==> src/rtl/alu_pkg.sv <==
// Shared ALU definitions: divider FSM states, default operand width and
// the counter-width helper used by the sequential divider.
package alu_pkg;

  localparam int DIV_WIDTH = 4;

  typedef enum logic [1:0] {
    IDLE = 2'd0,
    RUN  = 2'd1,
    DONE = 2'd2
  } div_state_t;

  // Bits needed for a down-counter that starts at w.
  function automatic int count_width(input int w);
    return $clog2(w + 1);
  endfunction

endpackage

==> src/rtl/seq_divider_if.sv <==
// Start/busy/done handshake between the ALU control unit and the divider.
interface seq_divider_if #(
  parameter int WIDTH = alu_pkg::DIV_WIDTH
);
  logic             start;
  logic [WIDTH-1:0] dividend;
  logic [WIDTH-1:0] divisor;
  logic             busy;
  logic             done;
  logic [WIDTH-1:0] quotient;
  logic [WIDTH-1:0] remainder;
  logic             div_by_zero;

  modport master (
    output start, dividend, divisor,
    input  busy, done, quotient, remainder, div_by_zero
  );

  modport slave (
    input  start, dividend, divisor,
    output busy, done, quotient, remainder, div_by_zero
  );
endinterface

==> src/rtl/cla_subtractor.sv <==
// Carry-lookahead subtractor computing a + ~b + 1; carry_out=1 means a >= b.
module cla_subtractor #(
  parameter int WIDTH = 5
) (
  input  logic [WIDTH-1:0] a,
  input  logic [WIDTH-1:0] b,
  output logic [WIDTH-1:0] diff,
  output logic             carry_out
);
  logic [WIDTH-1:0] gen;
  logic [WIDTH-1:0] prop;
  logic [WIDTH:0]   carry;
  logic             acc;
  logic             prod;

  assign gen  = a & ~b;
  assign prop = a ^ ~b;

  // Each carry is a flat sum of generate terms; the carry-in is tied to 1.
  // NOTE: every variable written in always_comb gets a default first so no latch is inferred.
  always_comb begin
    carry    = '0;
    acc      = 1'b0;
    prod     = 1'b0;
    carry[0] = 1'b1;
    for (int i = 0; i < WIDTH; i++) begin
      acc = 1'b1;
      for (int j = 0; j <= i; j++) acc = acc & prop[j];
      for (int j = 0; j <= i; j++) begin
        prod = gen[j];
        for (int k = j + 1; k <= i; k++) prod = prod & prop[k];
        acc = acc | prod;
      end
      carry[i+1] = acc;
    end
  end

  assign diff      = prop ^ carry[WIDTH-1:0];
  assign carry_out = carry[WIDTH];
endmodule

==> src/rtl/seq_divider.sv <==
// Multi-cycle restoring divider for the KGP-miniRISC ALU.
// Define SIGNED_DIV_EN for two's-complement operands (truncating division).
module seq_divider
  import alu_pkg::*;
#(
  parameter int WIDTH = DIV_WIDTH
) (
  input  logic          clk,
  input  logic          rst,
  seq_divider_if.slave  bus
);
  localparam int CW = count_width(WIDTH);

  div_state_t       state, state_nxt;
  logic [CW-1:0]    count, count_nxt;
  logic [WIDTH-1:0] prem, prem_nxt;
  logic [WIDTH-1:0] sreg, sreg_nxt;
  logic [WIDTH-1:0] dvsr, dvsr_nxt;
  logic [WIDTH-1:0] quo, quo_nxt;
  logic [WIDTH-1:0] rem, rem_nxt;
  logic             busy_r, busy_nxt;
  logic             done_r, done_nxt;
  logic             dbz, dbz_nxt;
  logic [WIDTH:0]   shifted;
  logic [WIDTH:0]   trial;
  logic             no_borrow;
  logic [WIDTH-1:0] q_result;
  logic [WIDTH-1:0] r_result;
  logic [WIDTH-1:0] dividend_in;
  logic [WIDTH-1:0] divisor_in;

`ifdef SIGNED_DIV_EN
  logic q_neg, q_neg_nxt;
  logic r_neg, r_neg_nxt;

  assign dividend_in = bus.dividend[WIDTH-1] ? -bus.dividend : bus.dividend;
  assign divisor_in  = bus.divisor[WIDTH-1]  ? -bus.divisor  : bus.divisor;
  assign q_result    = q_neg ? -sreg : sreg;
  assign r_result    = r_neg ? -prem : prem;
`else
  assign dividend_in = bus.dividend;
  assign divisor_in  = bus.divisor;
  assign q_result    = sreg;
  assign r_result    = prem;
`endif

  assign shifted = {prem, sreg[WIDTH-1]};

  cla_subtractor #(.WIDTH(WIDTH + 1)) u_sub (
    .a         (shifted),
    .b         ({1'b0, dvsr}),
    .diff      (trial),
    .carry_out (no_borrow)
  );

  // The partial remainder stays below the divisor, so a kept trial fits WIDTH bits.
  a_trial_fits: assert property (@(posedge clk) disable iff (!rst)
    no_borrow |-> !trial[WIDTH]);

  always_comb begin
    state_nxt = state;
    count_nxt = count;
    prem_nxt  = prem;
    sreg_nxt  = sreg;
    dvsr_nxt  = dvsr;
    quo_nxt   = quo;
    rem_nxt   = rem;
    busy_nxt  = busy_r;
    done_nxt  = 1'b0;
    dbz_nxt   = dbz;
`ifdef SIGNED_DIV_EN
    q_neg_nxt = q_neg;
    r_neg_nxt = r_neg;
`endif
    case (state)
      RUN: begin
        if (count != '0) begin
          prem_nxt  = no_borrow ? trial[WIDTH-1:0] : shifted[WIDTH-1:0];
          sreg_nxt  = {sreg[WIDTH-2:0], no_borrow};
          count_nxt = count - CW'(1);
          // busy covers the iteration cycles only, not the result-load cycle.
          if (count == CW'(1)) busy_nxt = 1'b0;
        end else begin
          state_nxt = DONE;
          done_nxt  = 1'b1;
          busy_nxt  = 1'b0;
          quo_nxt   = q_result;
          rem_nxt   = r_result;
        end
      end
      default: begin
        state_nxt = IDLE;
        if (bus.start) begin
          if (bus.divisor == '0) begin
            state_nxt = DONE;
            done_nxt  = 1'b1;
            quo_nxt   = '1;
            rem_nxt   = bus.dividend;
            dbz_nxt   = 1'b1;
          end else begin
            state_nxt = RUN;
            busy_nxt  = 1'b1;
            dbz_nxt   = 1'b0;
            count_nxt = CW'(WIDTH);
            prem_nxt  = '0;
            sreg_nxt  = dividend_in;
            dvsr_nxt  = divisor_in;
`ifdef SIGNED_DIV_EN
            q_neg_nxt = bus.dividend[WIDTH-1] ^ bus.divisor[WIDTH-1];
            r_neg_nxt = bus.dividend[WIDTH-1];
`endif
          end
        end
      end
    endcase
  end

  // NOTE: state registers use non-blocking assignments; all of them, datapath
  // included, are cleared by reset so an aborted division leaves no residue.
  always_ff @(posedge clk or negedge rst) begin
    if (!rst) begin
      state  <= IDLE;
      count  <= '0;
      prem   <= '0;
      sreg   <= '0;
      dvsr   <= '0;
      quo    <= '0;
      rem    <= '0;
      busy_r <= 1'b0;
      done_r <= 1'b0;
      dbz    <= 1'b0;
`ifdef SIGNED_DIV_EN
      q_neg  <= 1'b0;
      r_neg  <= 1'b0;
`endif
    end else begin
      state  <= state_nxt;
      count  <= count_nxt;
      prem   <= prem_nxt;
      sreg   <= sreg_nxt;
      dvsr   <= dvsr_nxt;
      quo    <= quo_nxt;
      rem    <= rem_nxt;
      busy_r <= busy_nxt;
      done_r <= done_nxt;
      dbz    <= dbz_nxt;
`ifdef SIGNED_DIV_EN
      q_neg  <= q_neg_nxt;
      r_neg  <= r_neg_nxt;
`endif
    end
  end

  assign bus.busy        = busy_r;
  assign bus.done        = done_r;
  assign bus.quotient    = quo;
  assign bus.remainder   = rem;
  assign bus.div_by_zero = dbz;
endmodule

==> src/flat_wrapper.sv <==
// flat-port wrapper written by rule: the top's interface ports become plain ports
module seq_divider_flat import alu_pkg::*;
#(
  parameter int WIDTH = DIV_WIDTH
)
  (clk, rst, bus_start, bus_dividend, bus_divisor, bus_busy, bus_done, bus_quotient, bus_remainder, bus_div_by_zero);
  seq_divider_if #(.WIDTH(WIDTH)) bus_i ();
  input  logic clk;
  input  logic rst;
  input wire logic [$bits(bus_i.start)-1:0] bus_start;
  input wire logic [$bits(bus_i.dividend)-1:0] bus_dividend;
  input wire logic [$bits(bus_i.divisor)-1:0] bus_divisor;
  output wire logic [$bits(bus_i.busy)-1:0] bus_busy;
  output wire logic [$bits(bus_i.done)-1:0] bus_done;
  output wire logic [$bits(bus_i.quotient)-1:0] bus_quotient;
  output wire logic [$bits(bus_i.remainder)-1:0] bus_remainder;
  output wire logic [$bits(bus_i.div_by_zero)-1:0] bus_div_by_zero;
  assign bus_i.start = bus_start;
  assign bus_i.dividend = bus_dividend;
  assign bus_i.divisor = bus_divisor;
  assign bus_busy = bus_i.busy;
  assign bus_done = bus_i.done;
  assign bus_quotient = bus_i.quotient;
  assign bus_remainder = bus_i.remainder;
  assign bus_div_by_zero = bus_i.div_by_zero;
  seq_divider #(.WIDTH(WIDTH)) u_core (.clk(clk), .rst(rst), .bus(bus_i));
endmodule
==> config.mk <==
export PLATFORM = sky130hd
export DESIGN_NAME = seq_divider_flat
export DESIGN_NICKNAME = d
export VERILOG_FILES = /design/src/rtl/alu_pkg.sv /design/src/rtl/seq_divider_if.sv /design/src/rtl/cla_subtractor.sv /design/src/rtl/seq_divider.sv /design/src/flat_wrapper.sv
export SDC_FILE = /design/constraint.sdc
export NUM_CORES = 1
export LEC_CHECK = 0
export CAP_MARGIN = 10
export CORE_MARGIN = 8
export CORE_UTILIZATION = 53
export DETAILED_ROUTE_END_ITERATION = 8
export PLACE_DENSITY_LB_ADDON = 0.1
export SYNTH_ARGS = -nofsm -noshare
export SYNTH_HDL_FRONTEND = slang
export SYNTH_HIERARCHICAL = 1
export SYNTH_SLANG_ARGS = --single-unit
==> constraint.sdc <==
create_clock -name clk -period 2.8 [get_ports clk]
set_input_delay 0.56 -clock clk [delete_from_list [all_inputs] [get_ports clk]]
set_output_delay 0.56 -clock clk [all_outputs]
set_load 0.05 [all_outputs]
==> results of run 1 <==
## layout by cell type, fill, tap and decap left out, drive strengths merged, types with 2 or more instances in the layout
| cell type | count |
|---|---|
| dfrtp | 28 |
| a32o | 3 |
| or2 | 5 |
| o21a | 2 |
| nor2 | 6 |
| clkbuf | 3 |
| xnor2 | 3 |
| inv | 16 |
| a31oi | 4 |
| nand3 | 2 |
| clkdlybuf4s50 | 21 |
| nand2 | 6 |
| o31ai | 3 |
| o221a | 8 |
| buf | 2 |
| nand2b | 5 |
| a21oi | 2 |
| mux2i | 5 |
| ha | 9 |
| o22ai | 7 |
## per-stage QoR
stage               area (um^2)  worst slack, ns  std cells
global route               1740            0.657        185
detailed placement         1710            0.437        182
floorplan                  1470             1.02        132
finish                     1740            0.708        185
CTS                        1740            0.694        185
global placement           1710            0.461        182
## sequential cells by signal, indices dropped and copies added (netlist names)
| register | cells |
|---|---|
| u_core/bus.busy | 1 |
| u_core/bus.div_by_zero | 1 |
| u_core/bus.done | 1 |
| u_core/count | 3 |
| u_core/prem | 4 |
| u_core/q_result | 4 |
| u_core/bus.remainder | 4 |
| u_core/state | 2 |
| u_core/bus.quotient | 4 |
| u_core/dvsr | 4 |
## final timing paths
path	to	slack, ns	cells past startpoint
max	bus_busy	0.71	1
min	u_core/dvsr[2]	0.52	1
max reg2reg	u_core/q_result[3]	0.78	6
min reg2reg	u_core/dvsr[2]	0.52	1
max in group asynchronous	u_core/dvsr[3]	1.94	2
min in group asynchronous	u_core/bus.remainder[0]	0.60	2
## final cells by class
class                   count  area share [%]
repair buffers             23            13.0
multi-input cells          84            39.7
well taps                  31            2.24
clock buffers               3            1.30
flip-flops and latches     28            40.4
inverters                  16            3.46
## power by group
| group | switching [mW] | total (mW) | internal, mW |
|---|---|---|---|
| Combinational | 0.778 | 1.41 | 0.634 |
| Clock | 0.114 | 0.165 | 0.0504 |
| Sequential | 0.139 | 0.733 | 0.594 |
| Total | 1.03 | 2.31 | 1.28 |
## layer usage
metal  track usage (%)  routed length (um)
met5                 0                   0
met4              3.76                  23
met2              23.0                1400
met3              2.75                 163
met1              20.1                1500
==> results.txt, run 1 <==
----------------------------------------------------
[Clock tree]
  Clock Latency Late Sink ... 0.32 ns
  Count of cells resized by post-cts repair ... 0
  Root Buffer Master ... sky130_fd_sc_hd__clkbuf_4
  Clock tree from TritonCTS ... built
  Number of H-tree branching levels ... 1
  Clock transition at the registers of the reported paths ... 0.14 ns
  CTS Buf Count ... 3
  Number of hold buffers added after cts ... 0
  Bufs on Longest Clock Path ... 2
  Post-CTS setup buffer count ... 0
  Clock tree sinks ... 28

[Drt]
  Iter 0 DRT Violations ... 45
  Router iterations before antenna repair ... 4
  Mean number of vias per cell ... 5.68
  Total routed wirelength ... between 3000 and 4000 um
  Average routed wire per standard cell ... 16.7 um
  Drt drc ... 0
  Remaining number of nets flagged by the antenna check after routing ... 0
  DR vias ... 1,050

[STA]
  Final hold violation count ... 0
  Worst hold margin ... 0.517 ns
  Final period util ... 74.7%
  FMAX ... 478 MHz
  Final period demand of the worst path ... 2.09 ns
  Final Skew ... roughly 0.0019 ns
  Headroom to the max-slew limit ... 54.4%
  Number of setup violations in the final report ... 0
  Accumulated negative setup slack ... 0 ns
  Total count of max-transition violations in the final report ... 0
  Transition time at the pin with the least slew margin ... around 0.68 ns
  Unrepaired setup endpoints after global routing ... no

[Critical path]
  Cell-by-cell listing of the critical path ... clkdlybuf4s50_1
  WP buf/inv ... 1
  Worst path top cell family by delay ... buffers and inverters
  Slowest Stage Delay on Critical Path ... 0.82 ns
  Required @ worst endpoint ... 2.24 ns
  CP endpoint kind ... output port
  Startpoint of the worst register-to-register path ... u_core/count[0]
  Critical path startpoint ... u_core/bus.busy
  Critical Path Slowest Stage Cell ... sky130_fd_sc_hd__clkdlybuf4s50_1
  Startpoint type of the worst setup path ... flop
  Worst Path Max Fanout ... 3
  Arrival time reported for the critical path endpoint ... 1.53 ns
  Crit Path Class ... reg -> out

[Pwr]
  Cell area power density ... 1330 nW/um^2
  Static power due to leakage ... between 0.7 and 0.8 nW
  Peak supply drop ... 774 uV
  Design Power ... 2.31 mW

[Die]
  Cell row count ... 19
  Total core area ... 2690 um^2
  Die Outline Area ... 4720 um^2
  I/O pins ... 22
  Horizontal extent of the die ... 68.7 um
  Die boundary height ... 68.7 um
  Starting density of the core ... 54.8%

[Outcome]
  Outcome ... complete, no violations

[GRT]
  Wire length of the first global-routing pass ... about 5200 um
  Initial antenna violation count ... 0
  Via count of the first global-routing pass ... 1,086
  Maximum number of pins on one net before global-route repair ... 29
  Final global-route overflow total ... 0
  Combined global-route utilization of all metal layers ... 14.6%

[Finish]
  Fraction of final layout cells with drive strength greater than 1 ... 16.9%
  Core occupancy in the finished layout ... 64.6%
  Area added between synthesis and finish ... 17.9%
  Multi-input gate area in the final layout ... 688 um^2
  Sequential cell area in the final layout ... 701 um^2
  Total inserted antenna cells ... 0
  Layout net count ... 176
  Fillers ... 240

[Yosys]
  Post-synthesis area per instance ... 11.1 um^2
  Number of warnings issued by yosys ... 6
  Net count of the mapped netlist ... 152
  Synthesized area ... about 1500 um^2
  Instance count of the mapped netlist ... 132

[Placement]
  Placed wire-length estimate after detailed placement ... 2310 um
  Global placement routability congestion ... 0.814
  Number of buffers added on ports ... 21

[Flow run]
  Max-capacitance violation count ... 0

[Hold path]
  Hold Crit Start ... u_core/dvsr[2]
  Classification of the worst-slack hold path ... reg -> reg

----------------------------------------------------
(Power assumes the default switching activity.)
==> run 2, diff against run 1 <==
CORE_UTILIZATION = 48   (was 53)
clock period = 1.82 ns   (was 2.8 ns; I/O delays follow)
==> run 2 against run 1 <==
Effect of this change:
- critical path depth grew 6
- hold slack lost 0.14 ns
- non-clock buffer count grew 27
- register-to-register slack lost 0.69 ns
- wire length grew 7.9%
- critical endpoint is now u_core/q_result[0]
- clock power grew 150%
- utilization grew 1.3 points
==> results.txt, run 2 (synthesis gave the netlist of run 1 again) <==
----------------------------------------------------
[Pwr]
  Switching part of the total power ... 41.4%
  Relative contribution of combinational cells to total power ... 62.8%
  Internal power summed over all cells ... about 2.4 mW
  Clock share of power ... about 10%
  Net switching component of the power ... between 1.5 and 2 mW
  Cell area power density ... 2070 nW/um^2
  Design Power ... 4.07 mW
  Peak supply drop ... 1030 uV
  Proportion of power drawn by flip-flops and latches ... 27.1%
  Static power due to leakage ... 0.924 nW

[STA]
  Total count of max-transition violations in the final report ... 0
  Unrepaired setup endpoints after global routing ... no
  Final period util ... a little over nine tenths
  Crit path setup slack, layout ... 0.0859 ns
  Final hold violation count ... 0
  Final period demand of the worst path ... 1.73 ns
  Final Skew ... 0.00297 ns
  Worst hold margin ... 0.381 ns
  Number of setup violations in the final report ... 0
  FMAX ... 577 MHz

[Critical path]
  Critical path startpoint ... u_core/prem[1]
  Startpoint of the worst register-to-register path ... u_core/prem[1]
  Worst Path Max Fanout ... 5
  Reg-to-reg endpoint ... u_core/q_result[0]
  Worst path top cell family by delay ... simple AND/OR/NAND/NOR gates
  Cell-by-cell listing of the critical path ... ha_2, or3_1, o22ai_2, o21bai_1, buf_4, nand2b_1, o221a_2
  Cell count along the critical path ... 7
  Reg-to-reg setup timing slack ... 0.09 ns
  Endpoint of the most critical setup path ... u_core/q_result[0]
  Critical Path Slowest Stage Cell ... sky130_fd_sc_hd__dfrtp_1
  Required @ worst endpoint ... 2.06 ns
  WP buf/inv ... 1
  Startpoint type of the worst setup path ... flop
  Slowest Stage Delay on Critical Path ... around 0.43 ns
  CP endpoint kind ... flop
  Crit Path Class ... reg -> reg
  Arrival time reported for the critical path endpoint ... 1.97 ns
  Depth of the most critical reg-to-reg path ... 7

[Placement]
  Placed wire-length estimate after detailed placement ... 2570 um
  Worst Setup Slack post-DPL ... -0.187 ns
  Number of buffers added on ports ... 21
  Global placement routability congestion ... 0.825

[Clock tree]
  Clock transition at the registers of the reported paths ... 0.15 ns
  Root Buffer Master ... sky130_fd_sc_hd__clkbuf_4
  CTS Buf Count ... 3
  Clock Latency Late Sink ... about 0.33 ns
  Bufs on Longest Clock Path ... 2
  Number of H-tree branching levels ... 1
  Clock tree from TritonCTS ... built
  Clock tree sinks ... 28

[Drt]
  Drt drc ... 0
  Average routed wire per standard cell ... 15.5 um
  Remaining number of nets flagged by the antenna check after routing ... 0
  DR vias ... 1,172
  Router iterations before antenna repair ... 4
  Mean number of vias per cell ... approximately 5.5
  Iter 0 DRT Violations ... 39
  Total routed wirelength ... 3330 um

[Die]
  I/O pins ... 22
  Die boundary height ... 71.4 um
  Starting density of the core ... 49.4%
  Total core area ... 2980 um^2
  Die Outline Area ... 5090 um^2
  Horizontal extent of the die ... 71.4 um
  Cell row count ... 20

[Finish]
  Leading cell types in the layout, fill and taps excluded ... sky130_fd_sc_hd__buf_4, sky130_fd_sc_hd__dfrtp_1, sky130_fd_sc_hd__inv_1, sky130_fd_sc_hd__clkdlybuf4s50_1, sky130_fd_sc_hd__o221a_2
  Most common cell after layout, fill and taps aside ... sky130_fd_sc_hd__buf_4
  Area added between synthesis and finish ... 33.4%
  Fillers ... between 200 and 250
  Fraction of final layout cells with drive strength greater than 1 ... 37.4%
  Layout net count ... 203
  Core occupancy in the finished layout ... between 60% and 70%
  Total inserted antenna cells ... 0

[GRT]
  Maximum number of pins on one net before global-route repair ... 29
  Combined global-route utilization of all metal layers ... 13.3%
  Wire length of the first global-routing pass ... about 5500 um
  Final global-route overflow total ... 0
  Initial antenna violation count ... 0
  Via count of the first global-routing pass ... 1,227

[Hold path]
  Classification of the worst-slack hold path ... in -> async

[Outcome]
  Outcome ... complete, no violations

[Flow run]
  Max-capacitance violation count ... 0

----------------------------------------------------
run 2: cell type report:
cell class              count  area (um^2)  share of cell area [%]
clock buffers               3         22.5                    1.15
clock inverters             1         30.0                    1.53
inverters                  16         60.1                    3.06
multi-input cells          84          708                    36.1
flip-flops and latches     28          701                    35.7
well taps                  33         41.3                    2.10
repair buffers             50          400                    20.4
run 2: worst min-delay path by stage:
stage	start	end	slack (ns)	cells past startpoint
4_1_cts	rst	u_core/bus.done	0.38	2
3_5_place_dp	u_core/dvsr[3]	u_core/dvsr[3]	0.50	1
2_1_floorplan	rst	u_core/bus.busy	0.07	0
6_report	rst	u_core/bus.quotient[3]	0.38	2
3_3_place_gp	u_core/dvsr[2]	u_core/dvsr[2]	0.49	1
5_1_grt	rst	u_core/bus.div_by_zero	0.41	2
run 2: power by group through the flow:
stage / registers [mW] / logic (mW) / clock network (mW)
finish: 1.10 / 2.56 / 0.411
global route: 1.14 / 2.78 / 0.439
CTS: 1.10 / 2.46 / 0.426
detailed placement: 1.12 / 2.46 / 0
global placement: 1.10 / 2.39 / 0
floorplan: 1.43 / 1.34 / 0
run 2: worst reg2reg max path: stages (launching register included):
cell and delay (ns):
sky130_fd_sc_hd__dfrtp_1 0.43, sky130_fd_sc_hd__ha_2 0.21, sky130_fd_sc_hd__or3_1 0.36, sky130_fd_sc_hd__o22ai_2 0.14
sky130_fd_sc_hd__o21bai_1 0.08, sky130_fd_sc_hd__buf_4 0.16, sky130_fd_sc_hd__nand2b_1 0.15, sky130_fd_sc_hd__o221a_2 0.11
run 2: repair_timing:
| item | 4_1_cts | 5_1_grt |
|---|---|---|
| buffers inserted | 0 | 3 |
| setup endpoints to repair | 0 | 14 |
| resized for setup | 0 | 4 |
| hold buffers | 0 | 0 |
run 2: routing by layer:
metal,part of all wire [%],wire length [um],track usage [%]
met4,1.2,41,4.85
met5,0,0,0
met3,5.6,187,3.35
met1,44,1470,15.5
met2,49,1630,22.9
run 2: through the flow:
stage	cells	cell area (um^2)	setup TNS [ns]
6_report	215	1960	0
5_1_grt	215	1960	0
3_5_place_dp	208	1870	-2.17
3_3_place_gp	208	1870	-1.74
2_1_floorplan	132	1470	0
4_1_cts	212	1920	0
==> run 3, diff against run 2 <==
GPL_ROUTABILITY_DRIVEN = 0   (was not set)
==> results of run 3 <==
Final layout, timing and power as in run 2 (identical DEF).
